$ cat src/rtl/fitness_tracker_core_if.sv
`default_nettype none
// ============================================================================
//  Module   : fitness_tracker_core_if
//  Purpose  : Groups the pulse input, the display controls and the metric
//             outputs of the step-tracker core into one bundle.
//  Signals  : pulse      raw step pulse (asynchronous to CLK)
//             mode_hold  1 = freeze display mode cycling
//             display    16-bit metric value (binary or packed BCD)
//             disp_mode  0 steps, 1 distance, 2 best streak, 3 high seconds
//             is_miles   distance metric on display
//             SI         step count on display is clamped
//             sec_tick   one-CLK pulse per second
//  Modports : master (pulse source / display driver side), slave (core)
//  Revision : 1.0  initial release
// ============================================================================
interface fitness_tracker_core_if;
    logic        pulse;
    logic        mode_hold;
    logic [15:0] display;
    logic [1:0]  disp_mode;
    logic        is_miles;
    logic        SI;
    logic        sec_tick;

    modport master (
        output pulse, mode_hold,
        input  display, disp_mode, is_miles, SI, sec_tick
    );

    modport slave (
        input  pulse, mode_hold,
        output display, disp_mode, is_miles, SI, sec_tick
    );
endinterface
`default_nettype wire

$ cat src/rtl/fitness_tracker_core.sv
`default_nettype none
// ============================================================================
//  Module   : fitness_tracker_core
//  Purpose  : Parametrised step tracker. Synchronises and edge-detects the
//             raw step pulse, keeps total steps, distance, best over-rate
//             streak and credited high-activity seconds, and cycles the four
//             metrics onto a single 16-bit display bus once per DISP_SECS s.
//  Ports    : CLK    system clock, rising edge
//             reset  asynchronous active-high, clears all state
//             bus    fitness_tracker_core_if.slave (pulse, mode_hold in;
//                    display, disp_mode, is_miles, SI, sec_tick out)
//  Options  : FITBIT_BCD_EN  when defined, display carries 4 packed BCD
//             digits produced by a sequential double-dabble started on each
//             sec_tick (result visible 17 CLK after the tick).
//  Revision : 1.0  initial release
// ============================================================================
module fitness_tracker_core #(
    parameter int unsigned TICK_DIV    = 100_000_000,
    parameter int unsigned STEP_W      = 32,
    parameter int unsigned RATE_W      = 8,
    parameter int unsigned DIST_SHIFT  = 11,
    parameter int unsigned OVER_RATE   = 32,
    parameter int unsigned OVER_WINDOW = 9,
    parameter int unsigned HIGH_RATE   = 64,
    parameter int unsigned HIGH_MIN    = 60,
    parameter int unsigned DISP_SECS   = 2,
    parameter int unsigned DISP_MAX    = 9999
) (
    input  wire logic              CLK,
    input  wire logic              reset,
    fitness_tracker_core_if.slave  bus
);

    localparam int unsigned DIV_W  = $clog2(TICK_DIV);
    localparam int unsigned IDX_W  = $clog2(OVER_WINDOW + 1);
    localparam int unsigned MSEC_W = (DISP_SECS > 1) ? $clog2(DISP_SECS) : 1;
    // Comparison width wide enough for both the step counter and the display.
    localparam int unsigned CMP_W  = (STEP_W > 16) ? STEP_W : 16;

    localparam logic [STEP_W-1:0] STEP_MAX = '1;
    localparam logic [RATE_W-1:0] RATE_MAX = '1;

    function automatic logic [15:0] clamp_disp(input logic [CMP_W-1:0] v);
        if (v > CMP_W'(DISP_MAX)) begin
            clamp_disp = 16'(DISP_MAX);
        end else begin
            clamp_disp = v[15:0];
        end
    endfunction

    // ------------------------------------------------------------------
    // State
    // ------------------------------------------------------------------
    logic [DIV_W-1:0]  div_q, div_d;
    logic              sync1_q, sync2_q, sync_prev_q;
    logic [STEP_W-1:0] total_q, total_d;
    logic [RATE_W-1:0] rate_q, rate_d;
    logic [IDX_W-1:0]  sec_idx_q, sec_idx_d;
    logic [15:0]       cur_run_q, cur_run_d;
    logic [15:0]       best_q, best_d;
    logic [15:0]       hi_run_q, hi_run_d;
    logic [15:0]       hi_total_q, hi_total_d;
    logic [MSEC_W-1:0] msec_q, msec_d;
    logic [1:0]        mode_q, mode_d;
    logic [15:0]       display_q;
    logic              is_miles_q;
    logic              si_q;

    // ------------------------------------------------------------------
    // Combinational helpers
    // ------------------------------------------------------------------
    logic              w_tick;
    logic              w_step_evt;
    logic [RATE_W-1:0] w_rate;
    logic              w_in_window;
    logic              w_over;
    logic              w_high;
    logic [15:0]       w_run_inc;
    logic [15:0]       w_hi_inc;
    logic [16:0]       w_hi_sum_raw;
    logic [15:0]       w_hi_sum;
    logic [CMP_W-1:0]  w_sel;
    logic [15:0]       w_val;
    logic              w_miles;
    logic              w_si;

    assign w_tick     = (div_q == DIV_W'(TICK_DIV - 1));
    assign div_d      = w_tick ? '0 : div_q + DIV_W'(1);
    assign w_step_evt = sync2_q & ~sync_prev_q;

    // Closing-second rate includes a step that lands on the tick cycle.
    assign w_rate = (w_step_evt && (rate_q != RATE_MAX)) ? rate_q + RATE_W'(1) : rate_q;

    assign w_in_window  = (sec_idx_q < IDX_W'(OVER_WINDOW));
    assign w_over       = (32'(w_rate) >= OVER_RATE);
    assign w_high       = (32'(w_rate) >= HIGH_RATE);
    assign w_run_inc    = (cur_run_q == 16'hFFFF) ? cur_run_q : cur_run_q + 16'd1;
    assign w_hi_inc     = (hi_run_q == 16'hFFFF) ? hi_run_q : hi_run_q + 16'd1;
    assign w_hi_sum_raw = {1'b0, hi_total_q} + {1'b0, hi_run_q};
    assign w_hi_sum     = w_hi_sum_raw[16] ? 16'hFFFF : w_hi_sum_raw[15:0];

    always_comb begin
        total_d    = total_q;
        rate_d     = w_rate;
        sec_idx_d  = sec_idx_q;
        cur_run_d  = cur_run_q;
        best_d     = best_q;
        hi_run_d   = hi_run_q;
        hi_total_d = hi_total_q;
        msec_d     = msec_q;
        mode_d     = mode_q;

        if (w_step_evt && (total_q != STEP_MAX)) begin
            total_d = total_q + STEP_W'(1);
        end

        if (w_tick) begin
            rate_d = '0;

            // Streaks are only tracked inside the post-reset window; after
            // that, best stays frozen.
            if (w_in_window) begin
                sec_idx_d = sec_idx_q + IDX_W'(1);
                if (w_over) begin
                    cur_run_d = w_run_inc;
                    if (w_run_inc > best_q) begin
                        best_d = w_run_inc;
                    end
                end else begin
                    cur_run_d = '0;
                end
            end

            // A high-activity run is credited only when it ends.
            if (w_high) begin
                hi_run_d = w_hi_inc;
            end else begin
                if (hi_run_q >= 16'(HIGH_MIN)) begin
                    hi_total_d = w_hi_sum;
                end
                hi_run_d = '0;
            end

            if (!bus.mode_hold) begin
                if (msec_q == MSEC_W'(DISP_SECS - 1)) begin
                    msec_d = '0;
                    mode_d = mode_q + 2'd1;
                end else begin
                    msec_d = msec_q + MSEC_W'(1);
                end
            end
        end
    end

    // Metric selection and clamping
    always_comb begin
        w_sel = '0;
        unique case (mode_q)
            2'd0:    w_sel = CMP_W'(total_q);
            2'd1:    w_sel = CMP_W'(total_q >> DIST_SHIFT);
            2'd2:    w_sel = CMP_W'(best_q);
            default: w_sel = CMP_W'(hi_total_q);
        endcase
    end

    assign w_val   = clamp_disp(w_sel);
    assign w_miles = (mode_q == 2'd1);
    assign w_si    = (mode_q == 2'd0) && (CMP_W'(total_q) > CMP_W'(DISP_MAX));

    always_ff @(posedge CLK or posedge reset) begin
        if (reset) begin
            div_q       <= '0;
            sync1_q     <= 1'b0;
            sync2_q     <= 1'b0;
            sync_prev_q <= 1'b0;
            total_q     <= '0;
            rate_q      <= '0;
            sec_idx_q   <= '0;
            cur_run_q   <= '0;
            best_q      <= '0;
            hi_run_q    <= '0;
            hi_total_q  <= '0;
            msec_q      <= '0;
            mode_q      <= '0;
        end else begin
            div_q       <= div_d;
            sync1_q     <= bus.pulse;
            sync2_q     <= sync1_q;
            sync_prev_q <= sync2_q;
            total_q     <= total_d;
            rate_q      <= rate_d;
            sec_idx_q   <= sec_idx_d;
            cur_run_q   <= cur_run_d;
            best_q      <= best_d;
            hi_run_q    <= hi_run_d;
            hi_total_q  <= hi_total_d;
            msec_q      <= msec_d;
            mode_q      <= mode_d;
        end
    end

`ifdef FITBIT_BCD_EN
    // ------------------------------------------------------------------
    // Sequential double-dabble: capture on tick, 16 shifts, then load.
    // ------------------------------------------------------------------
    localparam logic [1:0] ST_IDLE  = 2'd0;
    localparam logic [1:0] ST_SHIFT = 2'd1;
    localparam logic [1:0] ST_LOAD  = 2'd2;

    logic [1:0]  state_q, state_d;
    logic [15:0] bin_q;
    logic [15:0] bcd_q;
    logic [3:0]  bit_cnt_q;
    logic        miles_pend_q;
    logic        si_pend_q;
    logic [15:0] w_bcd_adj;
    logic        w_capture;
    logic        w_shift;
    logic        w_load;

    for (genvar g = 0; g < 4; g++) begin : g_digit
        assign w_bcd_adj[4*g+3:4*g] = (bcd_q[4*g+3:4*g] >= 4'd5) ?
                                      bcd_q[4*g+3:4*g] + 4'd3 : bcd_q[4*g+3:4*g];
    end

    always_ff @(posedge CLK or posedge reset) begin
        if (reset) begin
            state_q <= ST_IDLE;
        end else begin
            state_q <= state_d;
        end
    end

    // A tick always wins, restarting any conversion in flight.
    always_comb begin
        state_d = state_q;
        if (w_tick) begin
            state_d = ST_SHIFT;
        end else begin
            unique case (state_q)
                ST_SHIFT: if (bit_cnt_q == 4'd15) state_d = ST_LOAD;
                ST_LOAD:  state_d = ST_IDLE;
                default:  state_d = ST_IDLE;
            endcase
        end
    end

    always_comb begin
        w_capture = w_tick;
        w_shift   = (state_q == ST_SHIFT) && !w_tick;
        w_load    = (state_q == ST_LOAD) && !w_tick;
    end

    always_ff @(posedge CLK or posedge reset) begin
        if (reset) begin
            bin_q        <= '0;
            bcd_q        <= '0;
            bit_cnt_q    <= '0;
            miles_pend_q <= 1'b0;
            si_pend_q    <= 1'b0;
            display_q    <= '0;
            is_miles_q   <= 1'b0;
            si_q         <= 1'b0;
        end else begin
            if (w_capture) begin
                bin_q        <= w_val;
                bcd_q        <= '0;
                bit_cnt_q    <= '0;
                miles_pend_q <= w_miles;
                si_pend_q    <= w_si;
            end else if (w_shift) begin
                bcd_q     <= {w_bcd_adj[14:0], bin_q[15]};
                bin_q     <= {bin_q[14:0], 1'b0};
                bit_cnt_q <= bit_cnt_q + 4'd1;
            end
            if (w_load) begin
                display_q  <= bcd_q;
                is_miles_q <= miles_pend_q;
                si_q       <= si_pend_q;
            end
        end
    end
`else
    always_ff @(posedge CLK or posedge reset) begin
        if (reset) begin
            display_q  <= '0;
            is_miles_q <= 1'b0;
            si_q       <= 1'b0;
        end else begin
            display_q  <= w_val;
            is_miles_q <= w_miles;
            si_q       <= w_si;
        end
    end
`endif

    assign bus.display   = display_q;
    assign bus.disp_mode = mode_q;
    assign bus.is_miles  = is_miles_q;
    assign bus.SI        = si_q;
    assign bus.sec_tick  = w_tick;

endmodule
`default_nettype wire
$ cat src/flat_wrapper.sv
// flat-port wrapper written by rule: the top's interface ports become plain ports
module fitness_tracker_core_flat 
#(
    parameter int unsigned TICK_DIV    = 100_000_000,
    parameter int unsigned STEP_W      = 32,
    parameter int unsigned RATE_W      = 8,
    parameter int unsigned DIST_SHIFT  = 11,
    parameter int unsigned OVER_RATE   = 32,
    parameter int unsigned OVER_WINDOW = 9,
    parameter int unsigned HIGH_RATE   = 64,
    parameter int unsigned HIGH_MIN    = 60,
    parameter int unsigned DISP_SECS   = 2,
    parameter int unsigned DISP_MAX    = 9999
)
  (CLK, reset, bus_pulse, bus_mode_hold, bus_display, bus_disp_mode, bus_is_miles, bus_SI, bus_sec_tick);
  fitness_tracker_core_if bus_i ();
  input  wire logic CLK;
  input  wire logic reset;
  input wire logic [$bits(bus_i.pulse)-1:0] bus_pulse;
  input wire logic [$bits(bus_i.mode_hold)-1:0] bus_mode_hold;
  output wire logic [$bits(bus_i.display)-1:0] bus_display;
  output wire logic [$bits(bus_i.disp_mode)-1:0] bus_disp_mode;
  output wire logic [$bits(bus_i.is_miles)-1:0] bus_is_miles;
  output wire logic [$bits(bus_i.SI)-1:0] bus_SI;
  output wire logic [$bits(bus_i.sec_tick)-1:0] bus_sec_tick;
  assign bus_i.pulse = bus_pulse;
  assign bus_i.mode_hold = bus_mode_hold;
  assign bus_display = bus_i.display;
  assign bus_disp_mode = bus_i.disp_mode;
  assign bus_is_miles = bus_i.is_miles;
  assign bus_SI = bus_i.SI;
  assign bus_sec_tick = bus_i.sec_tick;
  fitness_tracker_core #(.TICK_DIV(TICK_DIV), .STEP_W(STEP_W), .RATE_W(RATE_W), .DIST_SHIFT(DIST_SHIFT), .OVER_RATE(OVER_RATE), .OVER_WINDOW(OVER_WINDOW), .HIGH_RATE(HIGH_RATE), .HIGH_MIN(HIGH_MIN), .DISP_SECS(DISP_SECS), .DISP_MAX(DISP_MAX)) u_core (.CLK(CLK), .reset(reset), .bus(bus_i));
endmodule
$ cat config.mk
export PLATFORM = sky130hd
export DESIGN_NAME = fitness_tracker_core_flat
export DESIGN_NICKNAME = d
export VERILOG_FILES = /design/src/rtl/fitness_tracker_core_if.sv /design/src/rtl/fitness_tracker_core.sv /design/src/flat_wrapper.sv
export SDC_FILE = /design/constraint.sdc
export NUM_CORES = 1
export LEC_CHECK = 0
export ABC_AREA = 1
export CAP_MARGIN = 30
export CORE_ASPECT_RATIO = 0.9
export CORE_MARGIN = 10
export CORE_UTILIZATION = 62
export DETAILED_ROUTE_END_ITERATION = 7
export PLACE_DENSITY = 0.8
export SETUP_SLACK_MARGIN = 0.02
export SLEW_MARGIN = 0
export SYNTH_ARGS = -nofsm -noshare
export SYNTH_HDL_FRONTEND = slang
export SYNTH_SLANG_ARGS = --single-unit
export TNS_END_PERCENT = 30
$ cat constraint.sdc
create_clock -name CLK -period 13.45 [get_ports CLK]
set_input_delay 2.69 -clock CLK [delete_from_list [all_inputs] [get_ports CLK]]
set_output_delay 2.69 -clock CLK [all_outputs]
set_load 0.02 [all_outputs]
Yosys cells after proc, flatten, opt, wreduce, memory -nomap -nowiden
Cells that the tools add are included.
- register bits after elaboration: 159
- bits of input ports: 4
- output and inout port bits: 21
- $add $sub $neg: 9
- magnitude comparators: 7
- equality and inequality tests: 8
- muxes and demuxes: 11
- bitwise operators: 4
- reductions and logical operators: 10
- operators by type and width (operator ; count):
    two-way mux 16 bit ; 6
    one-hot mux 32 bit (3 select lines) ; 1
    > comparator 32 x 14 -> 1 bit, second input constant ; 2
    adder 16 x 1 -> 16 bit, second input constant ; 2
    adder 32 x 1 -> 32 bit, second input constant ; 1
    equality test 16 bit, second input constant ; 2
    != test 32 bit, second input constant ; 1
    adder 27 x 1 -> 27 bit, second input constant ; 1
    equality test 27 bit, second input constant ; 1
    two-way mux 27 bit ; 1
    adder 16 x 16 -> 17 bit ; 1
    greater-or-equal comparator 16 x 6 -> 1 bit, second input constant ; 1
    > comparator 16 bit ; 1
    two-way mux 8 bit ; 2
    adder 8 x 1 -> 8 bit, second input constant ; 1
    greater-or-equal comparator 8 x 6 -> 1 bit, second input constant ; 1
    greater-or-equal comparator 8 x 7 -> 1 bit, second input constant ; 1
    != test 8 bit, second input constant ; 1
    AND reduction 2 bit ; 3
    AND reduction 3 bit ; 2
    adder 4 x 1 -> 4 bit, second input constant ; 1
    less-than comparator 4 bit, second input constant ; 1
    AND reduction 4 bit ; 1
    logical AND 1 bit ; 3
    9 further kinds ; 11

Logic depth before layout (Yosys ltp)
- word-level depth: 7
- mapped depth: 24

Least setup slack after synthesis
Ideal clock, no wire load.
- path type: reg2out
- start point: reg u_core.div_q[0]
- end point: out bus_sec_tick
- arrival: 1.409 ns
- data required time: 10.760 ns
- slack: 9.351 ns
- stages on the path, launching flop included: 9
- buffers on the path: 1
- cell sequence: dfrtp_1 -> ha_1 -> nand2_1 -> nor2_2 -> nand2_2 -> nor2_4 -> nand3_2 -> clkinv_4 -> buf_2
- cells in the longest elaborated chain, start to end: 1
- ends and longest elaborated chain (element ; RTL line ; text):
    from (decl) ; fitness_tracker_core.sv:54 ; logic [DIV_W-1:0] div_q, div_d;
    from (signal assigned) ; fitness_tracker_core.sv:186 ; div_q <= div_d;
    equality test 27 bit ; fitness_tracker_core.sv:87 ; assign w_tick = (div_q == DIV_W'(TICK_DIV - 1));
    to (decl) ; flat_wrapper.sv:25 ; output wire logic [$bits(bus_i.sec_tick)-1:0] bus_sec_tick;
No other way between the ends.

Worst setup path after layout
Ends and elaborated chain as after synthesis.

==> results.py <==
metrics = {
    "final_layout": {
        "final_cells": 1657,
        "drive_above_1_share_pct": 6.76,
        "register_area_sq_um": 3980,
        "antenna_cells": 0,
        "multiInputGateArea_sq_um": 5530,
        "fin_nets": 1487,
        "fillerInstances": 1322,
        "area_growth_pct": 9.48,
    },
    "critical_path": {
        "cpPeakStageDelay_ns": 0.63,
        "slowest_stage": "clkdlybuf4s50_1",
        "required_ns": 10.76,
        "rrSetupSlack_ns": 9.96,
        "cp_max_fo": 18,
        "path_buf_inv": 2,
        "crit_family": "buffers and inverters",
        "crit_cells": 8,
        "endpoint_kind": "primary output",
        "reg2reg_to": "u_core.best_q[0]",
        "worstSetupPathType": "reg -> out",
        "worstReg2RegStart": "u_core.cur_run_q[0]",
        "arrival_ns": 2.50,
        "worstPathCellList": "ha_1 > nand2_1 > nor2_2 > nand2_2 > nor2_4 > nand3_2 > clkinv_4 > clkdlybuf4s50_1",
        "critPathLaunchType": "flip-flop",
        "r2r_cells": 20,
    },
    "timing": {
        "fin_skew_ns": 0.00784,
        "setup_violations": 0,
        "finalSetupTns_ns": 0,
        "hold_violations": 0,
        "post-route-period-util_pct": 38.6,
        "postLayoutSetupSlackWorst_ns": 8.26,
        "hold_slack_ns": 0.350,
        "rsz0062_at_grt": "false",
        "final_max_slew_viol_count": 0,
        "worst_pin_slew_ns": 1.12,
        "fin_crit_ns": 5.19,
        "clock.fmax_ghz": 0.193,
        "max_slew_margin_pct": 25.6,
    },
    "floorplan": {
        "boundaryPins": 25,
        "fp.dieW_um": 156,
        "die_h_um": 143,
        "core_sq_um": 16300,
        "floorplan.initialDensity_pct": 63.7,
        "dieArea_sq_um": 22300,
        "rows": 44,
    },
    "clock_tree": {
        "hold_buffers": 0,
        "numCtsBuffers": 17,
        "cts-root-buf": "clkbuf_16",
        "cts_sinks": 159,
        "clk_latency_ns": 0.43,
        "postCtsSetupRepairBufs": 0,
        "cts_resized": 0,
        "clockBufferDepth": 2,
        "clk_pin_slew_worst_paths_ns": 0.06,
        "cts.htree.levels": 4,
        "tritoncts": "done",
    },
    "yosys": {
        "syn_avg_cell_area_sq_um": 7.33,
        "synth_seq_cells": 159,
        "synth_top_flop_cell": "dfrtp_1",
        "synth_cell_types": 49,
        "synthArstFlopShare_pct": 100,
        "ys.warnings.count": 0,
        "ys_seq_area_share_pct": 38.4,
        "synth-edff-count": 0,
        "syn_area_sq_um": 10400,
        "netlist_instances": 1416,
    },
    "place": {
        "io_buffers": 24,
        "hpwl_mm": 19.1,
        "place.gp.congestion": 0.994,
        "dp_cells": 1626,
        "place_ws_ns": 8.70,
    },
    "hold_path": {
        "worstHoldEndpoint": "u_core.sync2_q",
        "hold_depth": 0,
        "hold_start": "u_core.sync1_q",
        "hold_path_class": "reg -> reg",
    },
    "power_and_ir_drop": {
        "finalPower_w": 0.00110,
        "p_leak_nw": 5.75,
        "peakVddDrop_uv": 86.6,
        "power.density_nw_per_um2": 96.9,
    },
    "run_status": {
        "status": "finished, final reports clean",
    },
    "grt": {
        "antenna_found_initial": 0,
        "track_usage_pct": 23.9,
        "grt_pass1_vias": 8512,
        "grt_pass1_wl_mm": 43.1,
        "overflow": 0,
        "grt_max_degree": 86,
    },
    "routing": {
        "wl_per_cell_um": 15.5,
        "drt-initial-drc-count": 928,
        "vias_per_cell": 5.62,
        "dr_total_vias": 9317,
        "routed_wl_mm": 25.6,
        "first_pass_iters": 5,
        "drt.antenna.violating_nets": 0,
        "drc": 0,
    },
    "run": {
        "drv_cap": 0,
    },
}
how the worst max path moves through the flow:
stage	start	to	slack, ns
floorplan	reset	u_core.best_q[0]	6.47
global placement	reset	u_core.cur_run_q[3]	8.71
detailed placement	reset	u_core.cur_run_q[3]	8.70
CTS	u_core.div_q[0]	bus_sec_tick	8.25
global route	u_core.div_q[0]	bus_sec_tick	8.15
finish	u_core.div_q[0]	bus_sec_tick	8.26
final cells by class:
type	instances	share of cell area [%]
inverters	178	5.99
flip-flops and latches	159	35.0
clock inverters	12	1.83
well taps	207	2.28
clock buffers	19	3.99
multi-input cells	1057	48.7
repair buffers	25	2.18
routing by layer:
layer  GRT usage [%]  up-vias  wire length (um)
li1                -     4574                 -
met1            34.0     4287             11600
met2            34.9      391             11100
met4            9.33        0               737
met3            5.08       65              2120
met5               0        -                 0
cell usage in the layout, fill, tap and decap left out, drive strengths merged, types with 3 or more instances in the layout:
cell type	netlist	layout
xnor2	6	6
a21oi	38	38
nor2	175	175
o22ai	10	10
clkinv	2	7
clkbuf	1	19
nand3b	4	4
nand2	423	423
bufinv	0	5
xor2	70	70
o21bai	17	17
ha	44	44
nand3	115	115
dfrtp	159	159
clkdlybuf4s50	0	24
nor3	41	41
o21ai	68	68
or2	3	3
nand4	24	24
inv	176	178
worst reg2reg max path: stages (launching register included):
cell	delay, ns
dfrtp_1	0.45
ha_1	0.25
nand2_1	0.10
nor2_2	0.05
nand2_1	0.11
inv_2	0.06
nand2_2	0.09
nor2_4	0.06
inv_2	0.19
o21ai_0	0.30
ha_1	0.37
nand2_1	0.06
nor2_1	0.14
nand2_1	0.07
nand2_1	0.05
nand2_1	0.04
nand2_1	0.07
nand2_2	0.20
inv_1	0.46
nand3_1	0.15
nand2_1	0.13
synthesized netlist by cell type, types with 3 or more instances:
master,number,area [sq um]
nor2_4,5,56.3
or2_2,3,18.8
buf_4,4,30.0
o21ai_0,37,185
dfrtp_1,159,3980
o22ai_1,10,62.6
nand3_2,4,40.0
nor3_4,4,65.1
nor2_2,11,68.8
nand3_1,110,551
o21ai_1,29,145
inv_1,160,601
nand3b_1,4,30.0
xnor2_1,6,52.6
ha_1,44,551
nor3_1,36,180
o21bai_1,17,128
buf_6,11,124
nand2_2,12,75.1
nand4_1,24,150
nand2_1,409,1540
xor2_1,70,613
buf_2,7,35.0
a21oi_1,37,185
inv_2,15,56.3
nor2_1,158,593
cells by family (layout without fill, tap and decap cells):
kind of cell / count (synthesis) / in the layout / share of synthesized area, %
adder cells (fa/ha/maj): 45 / 45 / 5.50
AO/OA/AOI/OAI: 141 / 141 / 7.71
other: 1 / 2 / 0.0361
AND/OR/NAND/NOR: 793 / 793 / 33.6
buffers and inverters: 201 / 234 / 8.37
flip-flops: 159 / 159 / 38.4
XOR/XNOR: 76 / 76 / 6.42
sequential cells by signal, summed over array words and instances (netlist names), 4 cells and up:
register / count
u_core.best_q: 16
u_core.rate_q: 8
u_core.hi_run_q: 16
u_core.total_q: 32
u_core.bus.display: 16
u_core.sec_idx_q: 4
u_core.div_q: 27
u_core.hi_total_q: 16
u_core.cur_run_q: 16
where the power goes:
part           internal [W]   total, W  switching [W]
sequential         0.000493   0.000511      0.0000178
combinational     0.0000159  0.0000500      0.0000341
clock              0.000340   0.000540       0.000200
total              0.000849    0.00110       0.000252
through the flow:
stage	utilization, %	instance area (sq um)
after detailed placement	65.6	10700
after floorplan	-	10400
after global routing	69.7	11400
final	69.7	11400
after global placement	65.6	10700
after CTS	69.7	11400
Power figures use the tool's default switching activity.
